**src/rtl/ctrl_pkg.sv**
```systemverilog
// rtl/ctrl_pkg.sv - shared encodings for the multicycle control FSM
package ctrl_pkg;

  typedef enum logic [2:0] {
    ST_FETCH  = 3'd0,
    ST_DECODE = 3'd1,
    ST_EXEC   = 3'd2,
    ST_MEM    = 3'd3,
    ST_WB     = 3'd4,
    ST_TRAP   = 3'd5
  } state_e;

  localparam logic [6:0] OP_R      = 7'b0110011;
  localparam logic [6:0] OP_IMM    = 7'b0010011;
  localparam logic [6:0] OP_LOAD   = 7'b0000011;
  localparam logic [6:0] OP_STORE  = 7'b0100011;
  localparam logic [6:0] OP_BRANCH = 7'b1100011;
  localparam logic [6:0] OP_LUI    = 7'b0110111;
  localparam logic [6:0] OP_JAL    = 7'b1101111;
  localparam logic [6:0] OP_JALR   = 7'b1100111;

  typedef enum logic [3:0] {
    ALU_ADD  = 4'd0,
    ALU_SUB  = 4'd1,
    ALU_SLL  = 4'd2,
    ALU_SLT  = 4'd3,
    ALU_SLTU = 4'd4,
    ALU_XOR  = 4'd5,
    ALU_SRL  = 4'd6,
    ALU_SRA  = 4'd7,
    ALU_OR   = 4'd8,
    ALU_AND  = 4'd9,
    ALU_BEQ  = 4'd10,
    ALU_BNE  = 4'd11,
    ALU_BLT  = 4'd12,
    ALU_BGE  = 4'd13,
    ALU_BLTU = 4'd14,
    ALU_BGEU = 4'd15
  } alu_op_e;

  localparam logic [1:0] PC_PLUS4 = 2'd0;
  localparam logic [1:0] PC_IMM   = 2'd1;
  localparam logic [1:0] PC_JALR  = 2'd2;

  localparam logic [1:0] WB_ALU = 2'd0;
  localparam logic [1:0] WB_MEM = 2'd1;
  localparam logic [1:0] WB_PC4 = 2'd2;
  localparam logic [1:0] WB_IMM = 2'd3;

  localparam logic [1:0] TC_NONE     = 2'd0;
  localparam logic [1:0] TC_ILLEGAL  = 2'd1;
  localparam logic [1:0] TC_FETCH_TO = 2'd2;
  localparam logic [1:0] TC_DATA_TO  = 2'd3;

  function automatic logic is_legal(input logic [6:0] op);
    case (op)
      OP_R, OP_IMM, OP_LOAD, OP_STORE, OP_BRANCH, OP_LUI, OP_JAL, OP_JALR: return 1'b1;
      default: return 1'b0;
    endcase
  endfunction

endpackage

```
**src/rtl/ctrl_alu_dec.sv**
```systemverilog
// rtl/ctrl_alu_dec.sv - combinational opcode/funct to ALU operation decode
module ctrl_alu_dec
  import ctrl_pkg::*;
(
  input  logic [6:0] opcode,
  input  logic [3:0] funct,
  output logic [3:0] alu_op
);

  alu_op_e op;

  // funct[3] selects SUB only for R-type; shifts honour it for both R and I forms
  always_comb begin
    op = ALU_ADD;
    case (opcode)
      OP_R, OP_IMM: begin
        case (funct[2:0])
          3'b000:  op = (opcode == OP_R && funct[3]) ? ALU_SUB : ALU_ADD;
          3'b001:  op = ALU_SLL;
          3'b010:  op = ALU_SLT;
          3'b011:  op = ALU_SLTU;
          3'b100:  op = ALU_XOR;
          3'b101:  op = funct[3] ? ALU_SRA : ALU_SRL;
          3'b110:  op = ALU_OR;
          default: op = ALU_AND;
        endcase
      end
      OP_BRANCH: begin
        case (funct[2:0])
          3'b001:  op = ALU_BNE;
          3'b100:  op = ALU_BLT;
          3'b101:  op = ALU_BGE;
          3'b110:  op = ALU_BLTU;
          3'b111:  op = ALU_BGEU;
          default: op = ALU_BEQ;
        endcase
      end
      default: op = ALU_ADD;
    endcase
  end

  assign alu_op = op;

endmodule

```
**src/rtl/multicycle_ctrl.sv**
```systemverilog
// rtl/multicycle_ctrl.sv - multicycle RV32I-subset control FSM
// Optional MULTICYCLE_CTRL_PERF_EN adds cycle_cnt / instret counters.
module multicycle_ctrl
  import ctrl_pkg::*;
#(
  parameter int MEM_TIMEOUT = 16
) (
  input  logic        clk,
  input  logic        rst,
  input  logic [6:0]  opcode,
  input  logic [3:0]  funct,
  input  logic        br_taken,
  output logic        mem_req,
  output logic        mem_we,
  input  logic        mem_ready,
  output logic        mem_is_data,
  output logic        ir_we,
  output logic        pc_we,
  output logic [1:0]  pc_sel,
  output logic        alu_src_a,
  output logic        alu_src_b,
  output logic [3:0]  alu_op,
  output logic        rf_we,
  output logic [1:0]  wb_sel,
  output logic        trap,
  output logic [1:0]  trap_cause
`ifdef MULTICYCLE_CTRL_PERF_EN
  ,
  output logic [31:0] cycle_cnt,
  output logic [31:0] instret
`endif
);

  localparam int CW = (MEM_TIMEOUT > 1) ? $clog2(MEM_TIMEOUT) : 1;
  localparam logic [CW-1:0] LIMIT = CW'(MEM_TIMEOUT - 1);

  state_e      state_q, state_d;
  logic        mem_req_q, mem_req_d;
  logic        mem_we_q, mem_we_d;
  logic        mem_is_data_q, mem_is_data_d;
  logic        pc_we_q, pc_we_d;
  logic [1:0]  pc_sel_q, pc_sel_d;
  logic        alu_src_a_q, alu_src_a_d;
  logic        alu_src_b_q, alu_src_b_d;
  logic [3:0]  alu_op_q, alu_op_d;
  logic        rf_we_q, rf_we_d;
  logic [1:0]  wb_sel_q, wb_sel_d;
  logic        trap_q, trap_d;
  logic [1:0]  trap_cause_q, trap_cause_d;
  logic [CW-1:0] wait_cnt_q, wait_cnt_d;
  logic [3:0]  dec_alu_op;
  logic        mem_done, timeout, fetch_done, br_take;

  ctrl_alu_dec u_alu_dec (
    .opcode (opcode),
    .funct  (funct),
    .alu_op (dec_alu_op)
  );

  assign mem_done   = mem_req_q & mem_ready;
  assign timeout    = (MEM_TIMEOUT != 0) && mem_req_q && !mem_ready && (wait_cnt_q == LIMIT);
  assign fetch_done = (state_q == ST_FETCH) && mem_done;
  assign br_take    = (state_q == ST_EXEC) && (opcode == OP_BRANCH) && br_taken;

  always_comb begin
    state_d      = state_q;
    trap_cause_d = trap_cause_q;
    case (state_q)
      ST_FETCH: begin
        if (mem_done) begin
          state_d = ST_DECODE;
        end else if (timeout) begin
          state_d      = ST_TRAP;
          trap_cause_d = TC_FETCH_TO;
        end
      end
      ST_DECODE: begin
        if (is_legal(opcode)) begin
          state_d = ST_EXEC;
        end else begin
          state_d      = ST_TRAP;
          trap_cause_d = TC_ILLEGAL;
        end
      end
      ST_EXEC: begin
        case (opcode)
          OP_R, OP_IMM:      state_d = ST_WB;
          OP_LOAD, OP_STORE: state_d = ST_MEM;
          default:           state_d = ST_FETCH;
        endcase
      end
      ST_MEM: begin
        if (mem_done) begin
          state_d = (opcode == OP_STORE) ? ST_FETCH : ST_WB;
        end else if (timeout) begin
          state_d      = ST_TRAP;
          trap_cause_d = TC_DATA_TO;
        end
      end
      ST_WB:   state_d = ST_FETCH;
      default: state_d = ST_TRAP;
    endcase
  end

  // Outputs are registered from the next state so they are valid for the whole state cycle
  always_comb begin
    mem_req_d     = (state_d == ST_FETCH) || (state_d == ST_MEM);
    mem_is_data_d = (state_d == ST_MEM);
    mem_we_d      = (state_d == ST_MEM) && (opcode == OP_STORE);
    pc_we_d       = 1'b0;
    pc_sel_d      = PC_PLUS4;
    alu_src_a_d   = 1'b0;
    alu_src_b_d   = 1'b0;
    alu_op_d      = 4'd0;
    rf_we_d       = 1'b0;
    wb_sel_d      = WB_ALU;
    trap_d        = (state_d == ST_TRAP);
    if (state_d == ST_EXEC) begin
      alu_op_d = dec_alu_op;
      case (opcode)
        OP_IMM, OP_LOAD, OP_STORE: alu_src_b_d = 1'b1;
        OP_JAL: begin
          alu_src_a_d = 1'b1;
          alu_src_b_d = 1'b1;
          rf_we_d     = 1'b1;
          wb_sel_d    = WB_PC4;
          pc_we_d     = 1'b1;
          pc_sel_d    = PC_IMM;
        end
        OP_JALR: begin
          alu_src_b_d = 1'b1;
          rf_we_d     = 1'b1;
          wb_sel_d    = WB_PC4;
          pc_we_d     = 1'b1;
          pc_sel_d    = PC_JALR;
        end
        OP_LUI: begin
          rf_we_d  = 1'b1;
          wb_sel_d = WB_IMM;
        end
        default: ;
      endcase
    end
    if (state_d == ST_WB) begin
      rf_we_d  = 1'b1;
      wb_sel_d = (opcode == OP_LOAD) ? WB_MEM : WB_ALU;
    end
    if (state_d != state_q) begin
      wait_cnt_d = '0;
    end else if (mem_req_q && !mem_ready) begin
      wait_cnt_d = wait_cnt_q + 1'b1;
    end else begin
      wait_cnt_d = wait_cnt_q;
    end
  end

`ifdef MULTICYCLE_CTRL_PERF_EN
  logic [31:0] cycle_cnt_q, cycle_cnt_d, instret_q, instret_d;

  always_comb begin
    cycle_cnt_d = (state_q == ST_TRAP) ? cycle_cnt_q : cycle_cnt_q + 32'd1;
    instret_d   = instret_q;
    if (state_d == ST_FETCH &&
        (state_q == ST_EXEC || state_q == ST_MEM || state_q == ST_WB)) begin
      instret_d = instret_q + 32'd1;
    end
  end

  assign cycle_cnt = cycle_cnt_q;
  assign instret   = instret_q;
`endif

  always_ff @(posedge clk or posedge rst) begin
    if (rst) begin
      state_q       <= ST_FETCH;
      mem_req_q     <= 1'b0;
      mem_we_q      <= 1'b0;
      mem_is_data_q <= 1'b0;
      pc_we_q       <= 1'b0;
      pc_sel_q      <= PC_PLUS4;
      alu_src_a_q   <= 1'b0;
      alu_src_b_q   <= 1'b0;
      alu_op_q      <= 4'd0;
      rf_we_q       <= 1'b0;
      wb_sel_q      <= WB_ALU;
      trap_q        <= 1'b0;
      trap_cause_q  <= TC_NONE;
      wait_cnt_q    <= '0;
`ifdef MULTICYCLE_CTRL_PERF_EN
      cycle_cnt_q   <= 32'd0;
      instret_q     <= 32'd0;
`endif
    end else begin
      state_q       <= state_d;
      mem_req_q     <= mem_req_d;
      mem_we_q      <= mem_we_d;
      mem_is_data_q <= mem_is_data_d;
      pc_we_q       <= pc_we_d;
      pc_sel_q      <= pc_sel_d;
      alu_src_a_q   <= alu_src_a_d;
      alu_src_b_q   <= alu_src_b_d;
      alu_op_q      <= alu_op_d;
      rf_we_q       <= rf_we_d;
      wb_sel_q      <= wb_sel_d;
      trap_q        <= trap_d;
      trap_cause_q  <= trap_cause_d;
      wait_cnt_q    <= wait_cnt_d;
`ifdef MULTICYCLE_CTRL_PERF_EN
      cycle_cnt_q   <= cycle_cnt_d;
      instret_q     <= instret_d;
`endif
    end
  end

  // Fetch handshake and branch decision depend on this cycle's inputs
  assign mem_req     = mem_req_q;
  assign mem_we      = mem_we_q;
  assign mem_is_data = mem_is_data_q;
  assign ir_we       = fetch_done;
  assign pc_we       = pc_we_q | fetch_done | br_take;
  assign pc_sel      = br_take ? PC_IMM : pc_sel_q;
  assign alu_src_a   = alu_src_a_q;
  assign alu_src_b   = alu_src_b_q;
  assign alu_op      = alu_op_q;
  assign rf_we       = rf_we_q;
  assign wb_sel      = wb_sel_q;
  assign trap        = trap_q;
  assign trap_cause  = trap_cause_q;

endmodule

```
**config.mk**
```make
export PLATFORM = sky130hd
export DESIGN_NAME = multicycle_ctrl
export DESIGN_NICKNAME = d
export VERILOG_FILES = /design/src/rtl/ctrl_pkg.sv /design/src/rtl/ctrl_alu_dec.sv /design/src/rtl/multicycle_ctrl.sv
export SDC_FILE = /design/constraint.sdc
export NUM_CORES = 1
export LEC_CHECK = 0
export CAP_MARGIN = 10
export CORE_MARGIN = 1
export CORE_UTILIZATION = 52
export CTS_CLUSTER_DIAMETER = 200
export CTS_CLUSTER_SIZE = 28
export DETAILED_ROUTE_END_ITERATION = 10
export GPL_TIMING_DRIVEN = 0
export PLACE_DENSITY = 0.84
export SYNTH_ARGS = -nofsm -noshare
export SYNTH_HDL_FRONTEND = slang
export SYNTH_SLANG_ARGS = --single-unit
```
**constraint.sdc**
```tcl
create_clock -name clk -period 4.42 [get_ports clk]
set_clock_uncertainty 0.15 [all_clocks]
set_input_delay 0.442 -clock clk [delete_from_list [all_inputs] [get_ports clk]]
set_output_delay 0.442 -clock clk [all_outputs]
set_load 0.05 [all_outputs]
```
==> summary.md <==
| Metric | Value |
|---|---|
| Status | complete, no violations |
| Most frequent cells in the layout | clkdlybuf4s50_1 (31), dfrtp_1 (24), nand2_1 (13), nor2_1 (13), a21oi_1 (11) |
| Final Max Tran Viols | 0 |
| Number of synthesis warnings | 0 |
| Worst Hold Class | input pin to register |
| R2R Path Start | wait_cnt_q[0] |
| H-tree depth | 1 |
| Period utilization | 75.47% |
| FMAX | 299.8 MHz |
| Setup Viol. Count Final | 0 |
| Pwr Density | 407.9 nW/um^2 |
| Remaining DRCs | 0 |
| #FFs+latches synth | 24 |
| Seq/Total Area, Yosys | between 40% and 50% |
| Asr flop ratio synth | 100.0% |
| Initial antenna violation count | 0 |
| Worst-skew pair later-pin latency | 0.31 ns |
| CP Capture Type | output pin |
| Initial Util | 55.05% |
| Global-route wire length before repair | 4899 um |
| CTS root buf | clkbuf_4 |
| Min Tclk post-route | 3.336 ns |
| Vias in the first global route | about 1200 |
| Num CTS Buffers | 3 |
| Die ar. | 2806 sq um |
| Slew HR | 40.83% |
| Top cells by area, synth | dfrtp_1 (44%), a21oi_1 (4.1%), nand2_1 (3.6%) |
| Final #Nets | 200 |
| Post-DR vias/cell | 5.822 |
| I/O Buffers | 31 |
| Multi-input gate area in the final layout | approximately 680 sq um |
| Post-DR wirelength/cell | roughly 14 um |
| Pin count of the biggest net entering global routing | 25 |
| Layout cells sized above 1 | a little under an eighth |
| Clock tree sinks | 24 |
| Fin Setup TNS | 0 ns |
| Cells after synthesis | around 150 |
| Most common cell after layout, fill and taps aside | clkdlybuf4s50_1 |
| Post-CTS sizing | 0 |
| Routed wl met2 | approximately 1500 um |
| Critical R2R Capture | wait_cnt_q[1] |
| Die H | about 53 um |
| Final WL | 3002 um |
| Arrival time worst endpoint | 2.74 ns |
| Diodes inserted | 0 |
| Postcts setup bufs | 0 |
| Syn_nets | 164 |
| Mean Syn Cell Area | 9.130 sq um |
| Grt ovf | 0 |
| Core area | 2455 sq um |
| Crit path max fanout | 7 |
| Total track usage | 23.97% |
| Unrepaired setup endpoints after global routing | no |
| Cell area after placement | between 1500 and 2000 sq um |
| Clock-pin slew on the worst setup and hold paths | roughly 0.13 ns |
| Drt initial violations | 29 |
| Leak | 0.7544 nW |
| Design area | between 1500 and 2000 sq um |
| DR vias | 1240 |
| Final core utilization | 71.36% |
| Hold Path Sink | alu_op[2] |
| Floorplan row count | 18 |
| Number of synthesized flops with an enable pin | 0 |
| Placer Congestion | ~0.84 |
| CTS tree | done |
| Final WS setup | roughly 1.1 ns |
| Fillers | around 200 |
| Netlist Area Pre-Place | 1351 sq um |
| Most used DFF post-synth | dfrtp_1 |
| Worst R2R Setup Slack | 2.37 ns |
| IR drop worst, VDD | 257.1 uV |
| Pre-antenna DRT Iters | 4 |
| Post-DP HPWL | 2352 um |
| Area grow syn2layout | 29.63% |
| Hold Vio Cnt, Final | 0 |
| Hold Path Cell Cnt | 3 |
| Longest Clk Path Bufs | 2 |
| Crit path launch type | input pin |
| Uppermost routed layer | met4 |
| Die X | 52.98 um |
| Area fraction of the dominant cell type after synthesis | between 40 and 50% |
| Register area | between 600 and 700 sq um |
| Worst-margin pin slew | ~0.89 ns |
| CP Class | input pin to output pin |
| Met1 WL | 1273 um |
| Max Cap Viol | 0 |
| Routed wl met3 | 109 um |
| Post-synth top area cell | dfrtp_1 |
| Yosys cell types | 47 |
| Hold_sp | funct[2] |
| Pre-CTS setup slack | 1.065 ns |
| # IOs | 34 |
| ANT nets after route | 0 |
| R2R depth | 7 |
| Critical Path RT | ~3.8 ns |
| CTS Hold Buffers Added | 0 |
| Total power | 0.7144 mW |
## report_power, final
part	switching [mW]	total [mW]	internal (mW)
sequential	0.0222	0.268	0.246
combinational	0.182	0.289	0.108
clock	0.0655	0.157	0.0917
total	0.269	0.714	0.445
## kinds of logic (layout without fill, tap and decap cells)
kind of cell / Yosys count / in the layout / share of synthesized area (%)
AOI/OAI and AO/OA: 39 / 39 / 20.65
xor gates and xnor gates: 4 / 4 / 2.593
adders and majority gates: 1 / 1 / 0.9258
buffers and inverters: 15 / 50 / 5.000
DFF: 24 / 24 / 44.44
muxes: 1 / 1 / 0.7408
and+or+nand+nor: 64 / 64 / 25.65
## critical path: stages
cell	delay, ns
clkdlybuf4s50_1	0.48
and4bb_2	0.42
and4b_1	0.20
buf_2	0.17
nand3_1	0.13
nand2b_1	0.10
clkdlybuf4s50_1	0.80
## worst max-delay path by stage
stage / startpoint / to / cells past startpoint
2_1_floorplan: state_q[1] / pc_we / 5
4_1_cts: opcode[3] / pc_sel[0] / 7
5_1_grt: opcode[3] / pc_sel[0] / 7
3_5_place_dp: opcode[3] / pc_sel[1] / 7
6_report: opcode[3] / pc_sel[0] / 7
3_3_place_gp: opcode[3] / pc_sel[0] / 7
## per-stage QoR
step	hold WS [ns]	std cells
floorplan	0.3066	148
global placement	0.3115	209
detailed placement	0.3159	209
CTS	0.3315	213
global route	0.3536	213
finish	0.3280	213
## sequential cells by signal, indices dropped and copies added (netlist names)
| register | cells |
|---|---|
| alu_op | 4 |
| alu_src_a | 1 |
| alu_src_b | 1 |
| mem_is_data | 1 |
| mem_req | 1 |
| mem_we | 1 |
| pc_sel_q | 1 |
| pc_we_q | 1 |
| rf_we | 1 |
| state_q | 3 |
| trap | 1 |
| trap_cause | 2 |
| wait_cnt_q | 4 |
| wb_sel | 2 |
## cell usage after synthesis (all sizes together) (3+ instances only)
cell    number
dfrtp       24
nand2       14
nor2        13
a21oi       12
buf          7
inv          5
nand2b       5
nor2b        5
nor3         5
o21ai        5
and2         4
nand3        4
a31oi        3
clkbuf       3
xor2         3
## layout make-up
cell class	count	area share [%]
Multi-Input combinational cell	109	39.00
Sequential cell	24	34.29
Timing Repair Buffer	31	17.71
Buffer	10	2.786
Tap cell	30	2.143
Clock inverter	1	1.714
Clock buffer	3	1.286
Inverter	5	1.071
## per-layer routing
| layer | up-vias | track usage, % |
|---|---|---|
| met3 | 6 | 2.299 |
| met5 | - | 0 |
| li1 | 598 | - |
| met4 | 0 | 10.53 |
| met1 | 591 | 28.08 |
| met2 | 45 | 43.67 |
No activity file was read; power rests on OpenSTA's default activity.
